--- src/rtl/punc_control.sv ---
// Multi-cycle FSM controller for the PUnC LC3 datapath: fetch, decode, execute
// (plus a second execute phase for LDI/STI), halting on TRAP.
module punc_control #(
  parameter logic [15:0] START_PC = 16'h0000
) (
  input  logic        clk,
  input  logic        rst,
  input  logic [15:0] ir,
  input  logic        n_flag,
  input  logic        z_flag,
  input  logic        p_flag,
  output logic        PC_ld,
  output logic        PC_clr,
  output logic        PC_inc,
  output logic        PC_data_sel,
  output logic        PC_add_sel,
  output logic        IR_ld,
  output logic [1:0]  addr_MEM_sel,
  output logic        w_en_MEM,
  output logic        store_ld,
  output logic [1:0]  w_RF_sel,
  output logic [2:0]  r_addr_0_RF,
  output logic [2:0]  r_addr_1_RF,
  output logic [2:0]  w_addr_RF,
  output logic        w_en_RF,
  output logic [1:0]  sext_sel,
  output logic        A_sel,
  output logic        B_sel,
  output logic [1:0]  ALU_sel,
  output logic        NZP_sel,
  output logic        nzp_ld,
  output logic        halted,
  output logic [2:0]  state_dbg
);

  typedef enum logic [2:0] {
    S_FETCH  = 3'd0,
    S_DECODE = 3'd1,
    S_EXEC   = 3'd2,
    S_EXEC2  = 3'd3,
    S_HALT   = 3'd4
  } state_t;

  localparam logic [3:0] OP_BR   = 4'b0000;
  localparam logic [3:0] OP_ADD  = 4'b0001;
  localparam logic [3:0] OP_LD   = 4'b0010;
  localparam logic [3:0] OP_ST   = 4'b0011;
  localparam logic [3:0] OP_JSR  = 4'b0100;
  localparam logic [3:0] OP_AND  = 4'b0101;
  localparam logic [3:0] OP_LDR  = 4'b0110;
  localparam logic [3:0] OP_STR  = 4'b0111;
  localparam logic [3:0] OP_NOT  = 4'b1001;
  localparam logic [3:0] OP_LDI  = 4'b1010;
  localparam logic [3:0] OP_STI  = 4'b1011;
  localparam logic [3:0] OP_JMP  = 4'b1100;
  localparam logic [3:0] OP_LEA  = 4'b1110;
  localparam logic [3:0] OP_TRAP = 4'b1111;

  state_t     r_state;
  state_t     w_next;
  logic [3:0] w_op;
  logic       w_br_taken;

  assign w_op       = ir[15:12];
  assign w_br_taken = |(ir[11:9] & {n_flag, z_flag, p_flag});
  assign state_dbg  = r_state;

  // NOTE: sequential state uses non-blocking assignments so every register
  // samples the pre-edge values of its inputs.
  always_ff @(posedge clk) begin
    if (rst) r_state <= S_FETCH;
    else     r_state <= w_next;
  end

  // NOTE: every output and the next state get a default before the case so
  // no path leaves a signal unassigned (which would infer a latch).
  always_comb begin
    w_next       = r_state;
    PC_ld        = 1'b0;
    PC_clr       = 1'b0;
    PC_inc       = 1'b0;
    PC_data_sel  = 1'b0;
    PC_add_sel   = 1'b0;
    IR_ld        = 1'b0;
    addr_MEM_sel = 2'b00;
    w_en_MEM     = 1'b0;
    store_ld     = 1'b0;
    w_RF_sel     = 2'b00;
    r_addr_0_RF  = 3'b000;
    r_addr_1_RF  = 3'b000;
    w_addr_RF    = 3'b000;
    w_en_RF      = 1'b0;
    sext_sel     = 2'b00;
    A_sel        = 1'b0;
    B_sel        = 1'b0;
    ALU_sel      = 2'b00;
    NZP_sel      = 1'b0;
    nzp_ld       = 1'b0;
    halted       = 1'b0;

    case (r_state)
      S_FETCH: begin
        IR_ld  = 1'b1;
        PC_inc = 1'b1;
        w_next = S_DECODE;
      end

      S_DECODE: w_next = (w_op == OP_TRAP) ? S_HALT : S_EXEC;

      S_EXEC: begin
        w_next = S_FETCH;
        case (w_op)
          OP_ADD, OP_AND, OP_NOT: begin
            r_addr_0_RF = ir[8:6];
            A_sel       = 1'b1;
            if (ir[5]) B_sel       = 1'b1;
            else       r_addr_1_RF = ir[2:0];
            ALU_sel   = (w_op == OP_ADD) ? 2'b00 : (w_op == OP_AND) ? 2'b01 : 2'b10;
            w_RF_sel  = 2'b10;
            w_addr_RF = ir[11:9];
            w_en_RF   = 1'b1;
            nzp_ld    = 1'b1;
          end
          OP_BR: begin
            PC_ld      = w_br_taken;
            PC_add_sel = w_br_taken;
          end
          OP_JMP: begin
            r_addr_0_RF = ir[8:6];
            PC_data_sel = 1'b1;
            PC_ld       = 1'b1;
          end
          OP_JSR: begin
            w_addr_RF = 3'd7;
            w_en_RF   = 1'b1;
            PC_ld     = 1'b1;
            if (!ir[11]) begin
              PC_data_sel = 1'b1;
              r_addr_0_RF = ir[8:6];
            end
          end
          OP_LD, OP_LEA: begin
            B_sel     = 1'b1;
            sext_sel  = 2'b10;
            ALU_sel   = 2'b11;
            w_addr_RF = ir[11:9];
            w_en_RF   = 1'b1;
            nzp_ld    = 1'b1;
            if (w_op == OP_LD) begin
              addr_MEM_sel = 2'b01;
              w_RF_sel     = 2'b01;
              NZP_sel      = 1'b1;
            end else begin
              w_RF_sel     = 2'b10;
            end
          end
          OP_LDR: begin
            A_sel        = 1'b1;
            r_addr_0_RF  = ir[8:6];
            B_sel        = 1'b1;
            sext_sel     = 2'b01;
            ALU_sel      = 2'b11;
            addr_MEM_sel = 2'b01;
            w_RF_sel     = 2'b01;
            w_en_RF      = 1'b1;
            w_addr_RF    = ir[11:9];
            NZP_sel      = 1'b1;
            nzp_ld       = 1'b1;
          end
          OP_ST, OP_STR: begin
            if (w_op == OP_STR) begin
              A_sel       = 1'b1;
              r_addr_0_RF = ir[8:6];
              sext_sel    = 2'b01;
            end else begin
              sext_sel    = 2'b10;
            end
            B_sel        = 1'b1;
            ALU_sel      = 2'b11;
            addr_MEM_sel = 2'b01;
            r_addr_1_RF  = ir[11:9];
            w_en_MEM     = 1'b1;
          end
          OP_LDI, OP_STI: begin
            B_sel        = 1'b1;
            sext_sel     = 2'b10;
            ALU_sel      = 2'b11;
            addr_MEM_sel = 2'b01;
            store_ld     = 1'b1;
            w_next       = S_EXEC2;
          end
          default: ;
        endcase
      end

      S_EXEC2: begin
        w_next       = S_FETCH;
        addr_MEM_sel = 2'b10;
        if (w_op == OP_LDI) begin
          w_RF_sel  = 2'b01;
          w_en_RF   = 1'b1;
          w_addr_RF = ir[11:9];
          NZP_sel   = 1'b1;
          nzp_ld    = 1'b1;
        end else begin
          r_addr_1_RF = ir[11:9];
          w_en_MEM    = 1'b1;
        end
      end

      S_HALT: halted = 1'b1;

      default: w_next = S_FETCH;
    endcase

    // A reset cycle clears PC to START_PC and must not commit any half-done write.
    if (rst) begin
      PC_clr   = 1'b1;
      PC_ld    = 1'b0;
      PC_inc   = 1'b0;
      IR_ld    = 1'b0;
      w_en_RF  = 1'b0;
      w_en_MEM = 1'b0;
      nzp_ld   = 1'b0;
      store_ld = 1'b0;
    end
  end

endmodule

--- config.mk ---
export PLATFORM = sky130hd
export DESIGN_NAME = punc_control
export DESIGN_NICKNAME = d
export VERILOG_FILES = /design/src/rtl/punc_control.sv
export SDC_FILE = /design/constraint.sdc
export NUM_CORES = 1
export LEC_CHECK = 0
export BUFFER_PORTS_ARGS = -buffer_cell sky130_fd_sc_hd__buf_2
export CAP_MARGIN = 5
export CORE_MARGIN = 2
export CORE_UTILIZATION = 41
export DETAILED_ROUTE_END_ITERATION = 7
export HOLD_SLACK_MARGIN = 0.08
export PLACE_DENSITY_LB_ADDON = 0.15
export SETUP_SLACK_MARGIN = 0.3
export SKIP_LAST_GASP = 1
export SLEW_MARGIN = 20
export SYNTH_ARGS = -nofsm -noshare
export SYNTH_HDL_FRONTEND = slang
export SYNTH_SLANG_ARGS = --single-unit
--- constraint.sdc ---
create_clock -name clk -period 2.55 [get_ports clk]
set_input_delay 0.255 -clock clk [delete_from_list [all_inputs] [get_ports clk]]
set_output_delay 0.255 -clock clk [all_outputs]
set_load 0.02 [all_outputs]
==> qor.yml, run 1 <==
outcome:
  status: "completed"
sta:
  relSlewSlack: 0.7598
  tightestPinTransition_ns: 0.3512
  post-route-min-period_ns: 2.059
  finalSetupViolCount: 0
  drv_slew: 0
  skew_ns: 0.002762
  hold_violations: 0
  setup_tns_ns: 0
  rsz0062_at_grt: "no"
  min_period_over_period: 0.8076
  clock.fmax_ghz: 0.4856
global_routing:
  grt_pass1_wl_mm: 3.401
  grt_util_all_layers: 0.2190
  grt_pass1_vias: 803
  grt_max_degree: 19
  antenna_found_initial: 0
  grt_overflow: 0
clocking:
  post_cts_buffers: 0
  clock_latency_ns: 0.23
  cts_tree: "yes"
  htree_levels: 1
  cts_max_path_buffers: 2
  clockRootBuffer: "clkbuf_4"
  cts_sinks: 3
  cts_buffers: 3
  post_cts_resized: 0
  clk_pin_slew_ns: 0.04
  ctsHoldBuffers: 0
placed_design:
  place_congestion: 0.8133
  dp.final_hpwl_mm: 1.585
  dp.cells: 166
  place_area_um2: 892.1
  portBuffers: 52
power_and_ir_drop:
  power_density_nw_per_um2: 322.9
  leakagePower_nw: 0.4823
  ir_drop_mv: 0.1478
final_layout:
  drive_gt1_frac: 0.4026
  largest_register_ffs: 3
  fillers: 165
  syn_to_final_growth_pct: 37.57
  final_cells: 170
  finalNetCount: 176
  final_cell_area_um2: 920.9
  antenna_cells: 0
logic_synthesis:
  async_reset_ff_frac: 0
  syn_nets: 130
  syn_area_um2: 669.4
  synth_top_cell_by_area: "dfxtp_1"
  synth_common_cells: "14 x nand2_1, 13 x nor2_1, 10 x o21ai_0"
  yosysUniqueCellTypes: 34
  synth_ff_type: "dfxtp_1"
  yosys-top-cells-area: "dfxtp_1 9.0%, nand2_1 7.9%, o21ai_0 7.5%, nor2_1 7.3%, nand2b_1 5.6%"
  synth-edff-count: 0
  synth_warnings: 0
  ys_ff_latch: 3
  syn_inst: 109
  synth_top_cell_area_share: 0.08972
  yosysSeqAreaShare: 0.08972
  synth.avg_cell_area_um2: 6.141
  yosysMostFrequentCell: "nand2_1"
critical_path:
  cp_cell_sequence: "or3b_4, nor4_4, nand2_1, o21ai_0, buf_2"
  slowest_delay_ns: 0.49
  worst-path-max-fanout: 11
  critical_path_arrival_ns: 1.80
  slowest_stage: "or3b_4"
  critPathCaptureType: "primary output"
  worstPathRequired_ns: 2.30
  worstSetupStartpointType: "register"
  path_class: "register to primary output"
detailed_routing:
  wl_mm: 2.045
  wl_per_cell_um: 12.03
  drtAntennaViolNets: 0
  firstDrtPassIters: 4
  drt_iter0_drc: 12
  drc: 0
  viasPerCell: 5.476
  via_count: 931
floorplan:
  chipWidth_um: 44.41
  io_pins: 55
  core_um2: 1524
  die_y_um: 44.41
  std_cell_rows: 14
  die_area_um2: 1972
  initial_utilization: 0.4392
min_path:
  hold_class: "input pin to register"
flow_run:
  drv_cap: 0
==> stage by stage <==
step	hold WS (ns)	util	setup WS [ns]	total power [mW]
after detailed placement	0.5700	0.5854	0.6027	0.2151
after CTS	0.3308	0.6026	0.3436	0.2974
after global routing	0.3551	0.6043	0.3449	0.3219
after floorplan	0.4959	-	0.4831	0.1716
after global placement	0.5701	0.5854	0.6242	0.2119
final	0.3285	0.6043	0.4906	0.2973
==> routing by layer <==
metal / part of all wire / wire [um] / vias to the layer above / GRT usage
met5: 0 / 0 / - / 0
met4: 0 / 0 / 0 / 0.01818
met3: 0.049 / 100 / 0 / 0.004082
met2: 0.50 / 1029 / 33 / 0.4118
met1: 0.45 / 914 / 423 / 0.2875
li1: - / - / 475 / -
==> final timing paths <==
check	startpoint	endpoint	slack, ns	cells past startpoint
worst max-delay path	state_dbg[2]$_SDFFE_PP0N_	r_addr_1_RF[0]	0.49	5
worst min-delay path	rst	state_dbg[2]$_SDFFE_PP0N_	0.33	2
worst max register to register	state_dbg[0]$_SDFFE_PP0N_	state_dbg[1]$_SDFFE_PP0N_	1.35	5
worst min register to register	state_dbg[1]$_SDFFE_PP0N_	state_dbg[2]$_SDFFE_PP0N_	0.59	2
==> final cells by class <==
cell class	instances	area [um2]	area share
Multi-Input combinational cell	91	531.8	0.5774
Clock buffer	4	26.28	0.02853
Inverter	2	7.507	0.008152
Sequential cell	3	60.06	0.06522
Timing Repair Buffer	54	275.3	0.2989
Tap cell	16	20.02	0.02174
==> cell usage in the layout (no fill, tap or decap), types with 2 or more instances in the layout <==
cell type  count
nor3b_1        3
a211oi_1       3
buf_2         52
and2_1         4
nor2_1        13
nor3_1         6
nand2b_1       6
dfxtp_1        3
buf_4          2
a21oi_1        6
inv_1          2
nor2b_1        3
nand3_1        4
o21ai_0       10
and3_1         3
clkbuf_4       3
nand2_1       14
==> power breakdown <==
group          switching, mW  internal (mW)  leakage (nW)
sequential           0.00223         0.0511        0.0247
combinational          0.106         0.0571         0.443
clock                 0.0228         0.0585        0.0150
==> cell families after synthesis <==
group,count (synthesis),synth area share
buf+inv,15,0.1196
simple gates,63,0.5159
mux,1,0.01495
compound gates,27,0.2598
flops,3,0.08972
==> worst max-delay path, delay by kind of cell, from the launching register on <==
family / cells / cell delay, ns
AND/OR/NAND/NOR: 3 / 0.92
buffers and inverters: 1 / 0.18
AO/OA/AOI/OAI: 1 / 0.07
flip-flops: 1 / 0.39
Note: power is estimated with default switching activity, not from simulation.
==> run 2: changes to the inputs <==
--- a/config.mk
+++ b/config.mk
@@ -8,7 +8,7 @@
 export BUFFER_PORTS_ARGS = -buffer_cell sky130_fd_sc_hd__buf_2
 export CAP_MARGIN = 5
 export CORE_MARGIN = 2
-export CORE_UTILIZATION = 41
+export CORE_UTILIZATION = 34
 export DETAILED_ROUTE_END_ITERATION = 7
 export HOLD_SLACK_MARGIN = 0.08
 export PLACE_DENSITY_LB_ADDON = 0.15
==> constraint.sdc (replaced) <==
create_clock -name clk -period 1.8 [get_ports clk]
set_input_delay 0.18 -clock clk [delete_from_list [all_inputs] [get_ports clk]]
set_output_delay 0.18 -clock clk [all_outputs]
set_load 0.02 [all_outputs]
==> run 2 against run 1 <==
Effect of this change:
- the flow now finishes with violations (setup timing)
- flip-flop and latch count stayed put
- register-to-register slack worse by 0.94 ns
- combinational power is 120% higher
- clock power is 43% higher
- core utilization is 13 points higher
- first-iteration DRC count is 83% higher
- die area is 19% higher
==> qor.yml, run 2 (synthesis gave the netlist of run 1 again) <==
detailed_routing:
  viasPerCell: 5.279  # -3.6%
  firstDrtPassIters: 4  # unchanged
  via_count: 1040  # +12%
  drt_iter0_drc: 22  # +10
  wl_per_cell_um: 14.16  # +18%
  drtAntennaViolNets: 0  # unchanged
  wl_mm: 2.790  # +36%
  drc: 0  # unchanged
clocking:
  cts_max_path_buffers: 2  # unchanged
  clk_pin_slew_ns: 0.04  # about the same
  htree_levels: 1  # unchanged
  clockRootBuffer: "clkbuf_4"
  cts_buffers: 3  # unchanged
  clock_latency_ns: 0.23  # about the same
  cts_sinks: 3  # unchanged
  cts_tree: "yes"
global_routing:
  grt_overflow: 0  # unchanged
  grt_pass1_vias: 951  # +18%
  grt_pass1_wl_mm: 4.188  # +23%
  grt_max_degree: 14  # -5
  antenna_found_initial: 0  # unchanged
  grt_util_all_layers: 0.2180  # -0.0009441
critical_path:
  r2r_cells: 7  # +2
  path_class: "register to primary output"
  worstSetupStartpointType: "register"
  critPathCaptureType: "primary output"
  worst-path-max-fanout: 5  # -6
  rrSetupSlack_ns: 0.41  # -0.94 ns
  worstPathRequired_ns: 1.62  # -0.68 ns
  critical_path_arrival_ns: 1.64  # -0.16 ns
final_layout:
  final_cell_mix: "31 x buf_2, 22 x buf_4, 16 x buf_6, 14 x nand2_1, 9 x nor2_1"
  syn_to_final_growth_pct: 107.7
  drive_gt1_frac: 0.6882  # +0.2856
  largest_register_ffs: 3  # unchanged
  antenna_cells: 0  # unchanged
  finalNetCount: 192  # +9.1%
  final_common_cell: "buf_2"
floorplan:
  std_cell_rows: 16  # +2
  die_y_um: 48.37  # +8.9%
  die_area_um2: 2340  # +19%
  io_pins: 55  # unchanged
  chipWidth_um: 48.37  # +8.9%
  core_um2: 1902  # +25%
  initial_utilization: 0.3520  # -0.08727
sta:
  tightestPinTransition_ns: 0.3744  # +0.02317 ns
  whs_ns: 0.3503  # +0.02179 ns
  clock.fmax_ghz: 0.5496
  skew_ns: 0.0009631  # -0.001799 ns
  post-route-min-period_ns: 1.819
  rsz0062_at_grt: "yes"
  fin_ws_ns: -0.01944  # -0.5100 ns
  drv_slew: 0  # unchanged
  hold_violations: 0  # unchanged
  relSlewSlack: 0.7504  # -0.009394
  finalSetupViolCount: 3  # +3
  min_period_over_period: 1.011
placed_design:
  portBuffers: 52  # unchanged
  place_worst_setup_slack_ns: 0.09213  # -0.5105 ns
  place_congestion: 0.7843  # -3.6%
  dp.final_hpwl_mm: 1.813  # +14%
power_and_ir_drop:
  power_density_nw_per_um2: 402.2  # +25%
  leakagePower_nw: 0.6431  # +33%
  power_mw: 0.5590  # +88%
  ir_drop_mv: 0.5123  # +250%
min_path:
  whs_path_depth: 2  # unchanged
  hold_class: "input pin to register"
outcome:
  status: "finished with violations"
  violations: "setup timing"
flow_run:
  drv_cap: 0  # unchanged
-- run 2: cell types whose count changed in the layout (fill, tap and decap cells not counted), moves of 3 or more --
cell     previous run  this run
and2_1              4         1
buf_2              52        31
buf_4               2        22
buf_6               0        16
dfxtp_1             3         0
nor2_1             13         9
nor2_2              0         3
nor3_1              6         0
nor3_4              0         4
o21ai_0            10         3
o21ai_2             0         5
-- run 2: what timing repair did --
item	4_1_cts	5_1_grt
setup buffers	3	3
pin swaps	3	12
gates cloned	0	1
hold buffers	0	0
endpoints found under the setup margin	24	26
resized for setup	36	32
-- run 2: layer usage --
layer | wire length [um] | track usage | vias to the layer above
met5 | 0 | 0 | -
met4 | 15 | 0.04286 | 0
met3 | 165 | 0.04012 | 2
met2 | 1529 | 0.4005 | 45
met1 | 1080 | 0.2653 | 488
li1 | - | - | 505
-- run 2: layout make-up --
cell class	count	area [um2]
multi-input cells	91	737.0
repair buffers	70	515.5
fillers	154	511.7
flip-flops and latches	3	66.31
well taps	27	33.78
clock buffers	4	26.28
inverters	2	11.26
-- run 2: stage by stage --
stage	instances	util	setup TNS (ns)	area, um2
after floorplan	109	-	0	784.5
after global placement	186	0.5664	0	1077
after detailed placement	186	0.5664	0	1077
after CTS	193	0.6559	0	1247
after global routing	197	0.7309	-0.4495	1390
final	197	0.7309	-0.03028	1390
-- run 2: critical path, cell delays in order, from the launching register on --
cell     delay [ns]
dfxtp_2        0.31
or3b_4         0.47
buf_4          0.17
buf_6          0.12
nor3_2         0.18
buf_4          0.16
-- run 2: where the power goes --
group          switching, mW  total [mW]  internal (mW)
Clock                 0.0332       0.116         0.0830
Combinational          0.214       0.366          0.152
Sequential           0.00359      0.0768         0.0732
-- run 2: worst paths after layout --
path	from	to
worst max register to register	state_dbg[0]$_SDFFE_PP0N_	state_dbg[1]$_SDFFE_PP0N_
worst min register to register	state_dbg[2]$_SDFFE_PP0N_	state_dbg[1]$_SDFFE_PP0N_
worst max-delay path	state_dbg[2]$_SDFFE_PP0N_	B_sel
worst min-delay path	rst	state_dbg[2]$_SDFFE_PP0N_
==> run 3: changes to the inputs <==
--- a/config.mk
+++ b/config.mk
@@ -7,7 +7,6 @@
 export LEC_CHECK = 0
 export BUFFER_PORTS_ARGS = -buffer_cell sky130_fd_sc_hd__buf_2
 export CAP_MARGIN = 5
-export CORE_MARGIN = 2
 export CORE_UTILIZATION = 34
 export DETAILED_ROUTE_END_ITERATION = 7
 export HOLD_SLACK_MARGIN = 0.08
==> run 3 against run 2 <==
Effect of this change:
- the run still ends with setup timing left
- via count is 2.4% lower
- final cell count is 2.5% lower
- critical path type unchanged
- worst setup slack worse by 0.021 ns
- clock skew is 0.0017 ns higher
- die area is 8.1% lower
- register-to-register slack better by 0.17 ns
- highest routed layer unchanged
==> qor.yml, run 3 (synthesis gave the netlist of run 1 again) <==
global_routing:
  busiest_layer: "met2"
  use_met2: 0.4056  # +0.005093
  grt_overflow: 0  # unchanged
  antenna_found_initial: 0  # unchanged
  grt_util_all_layers: 0.2348  # +0.01676
  grt_pass1_wl_mm: 3.719  # -11%
  grt_pass1_vias: 842  # -11%
  gr-usage-met3: 0.03922  # -0.0009078
  met1_usage: 0.3178  # +0.05249
  grt_max_degree: 18  # +4
detailed_routing:
  via_count: 1015  # -2.4%
  drc: 0  # unchanged
  drtAntennaViolNets: 0  # unchanged
  viasPerCell: 5.286  # +0.14%
  wl_per_cell_um: 14.16  # about the same
  wl_mm: 2.719  # -2.5%
  drt_iter0_drc: 14  # -36%
  firstDrtPassIters: 4  # unchanged
sta:
  fin_ws_ns: -0.04082  # -0.02138 ns
  clock.fmax_ghz: 0.5432  # -1.2%
  setup_tns_ns: -0.1466  # -0.1163 ns
  min_period_over_period: 1.023  # +0.01188
  tightestPinTransition_ns: 0.3532  # -0.02120 ns
  finalSetupViolCount: 5  # +2
  post-route-min-period_ns: 1.841  # +0.02138 ns
  skew_ns: 0.002689  # +0.001726 ns
  rsz0062_at_grt: "yes"
  drv_slew: 0  # unchanged
  hold_violations: 0  # unchanged
  relSlewSlack: 0.7620  # +0.01165
  whs_ns: 0.3673  # +0.01699 ns
final_layout:
  final_cell_area_um2: 1350  # -2.9%
  syn_to_final_growth_pct: 101.7
  final_core_util: 0.7572  # +0.02627
  finalNetCount: 189  # -1.6%
  multi_input_area_um2: 713.2  # -3.2%
  antenna_cells: 0  # unchanged
  largest_register_ffs: 3  # unchanged
  fillers: 139  # -9.7%
  final_cells: 192  # -2.5%
  final_common_cell: "buf_2"
  regArea_um2: 66.31  # unchanged
  final_cell_mix: "27 x buf_2, 23 x buf_4, 16 x buf_6, 14 x nand2_1, 9 x nor2_1"
  drive_gt1_frac: 0.6467  # -0.04153
clocking:
  clk_pin_slew_ns: 0.04  # about the same
  clockRootBuffer: "clkbuf_4"
  cts_max_path_buffers: 2  # unchanged
  cts_tree: "yes"
  htree_levels: 1  # unchanged
  clock_latency_ns: 0.23  # about the same
  ctsHoldBuffers: 0  # unchanged
  cts_buffers: 3  # unchanged
  cts_sinks: 3  # unchanged
critical_path:
  critPathCaptureType: "primary output"
  worst-path-max-fanout: 4  # -1
  path_class: "register to primary output"
  critical_path_arrival_ns: 1.66  # +0.02 ns
  worstPathRequired_ns: 1.62  # about the same
  worstSetupStartpointType: "register"
floorplan:
  die_y_um: 46.37  # -4.1%
  io_pins: 55  # unchanged
  die_area_um2: 2150  # -8.1%
  std_cell_rows: 15  # -1
  chipWidth_um: 46.37  # -4.1%
  core_um2: 1783  # -6.2%
  initial_utilization: 0.3754  # +0.02346
placed_design:
  place_area_um2: 1067  # -0.93%
  dp.final_hpwl_mm: 1.768  # -2.5%
  dp.cells: 183  # -1.6%
  place_congestion: 0.8449  # +7.7%
  portBuffers: 52  # unchanged
  place_worst_setup_slack_ns: 0.09318  # +0.001057 ns
power_and_ir_drop:
  leakagePower_nw: 0.6057  # -5.8%
  power_mw: 0.5508  # -1.5%
  ir_drop_mv: 0.4354  # -15%
  power_density_nw_per_um2: 408.0  # +1.4%
outcome:
  violations: "setup timing"
  status: "finished with violations"
min_path:
  hold_class: "input pin to register"
flow_run:
  drv_cap: 0  # unchanged
[run 3: metal layers]
metal,up-vias,wire length (um)
met4,0,21
met2,33,1496
met5,-,0
met3,2,95
li1,501,-
met1,479,1105
[run 3: worst max-delay path, cell delays in order, from the launching register on]
cell	delay [ns]
dfxtp_2	0.31
or3b_4	0.45
nor3_4	0.18
nand3b_1	0.22
o21ai_2	0.13
buf_6	0.14
[run 3: worst paths after layout]
kind                                                   to                       from  slack (ns)  depth (start not counted)
worst min register to register  state_dbg[1]$_SDFFE_PP0N_  state_dbg[2]$_SDFFE_PP0N_        0.58                          2
worst max-delay path                         w_addr_RF[0]  state_dbg[0]$_SDFFE_PP0N_       -0.04                          5
worst min-delay path            state_dbg[2]$_SDFFE_PP0N_                        rst        0.37                          2
worst max register to register  state_dbg[1]$_SDFFE_PP0N_  state_dbg[0]$_SDFFE_PP0N_        0.58                          6
[run 3: cell type report]
| type | count | share of cell area |
|---|---|---|
| Inverter | 2 | 0.007414 |
| Sequential cell | 3 | 0.04912 |
| Clock buffer | 4 | 0.01946 |
| Tap cell | 25 | 0.02317 |
| Multi-Input combinational cell | 91 | 0.5283 |
| Timing Repair Buffer | 67 | 0.3726 |
[run 3: power breakdown]
| part | internal [mW] | switching (mW) |
|---|---|---|
| Sequential | 0.0732 | 0.00240 |
| Clock | 0.0829 | 0.0318 |
| Combinational | 0.151 | 0.209 |
| Total | 0.307 | 0.244 |
[run 3: repair_timing]
item                                    CTS  global route
endpoints found under the setup margin   25            29
pin swaps                                 7             8
gates resized for setup                  40            24
gates cloned                              0             0
setup buffers                             4             1
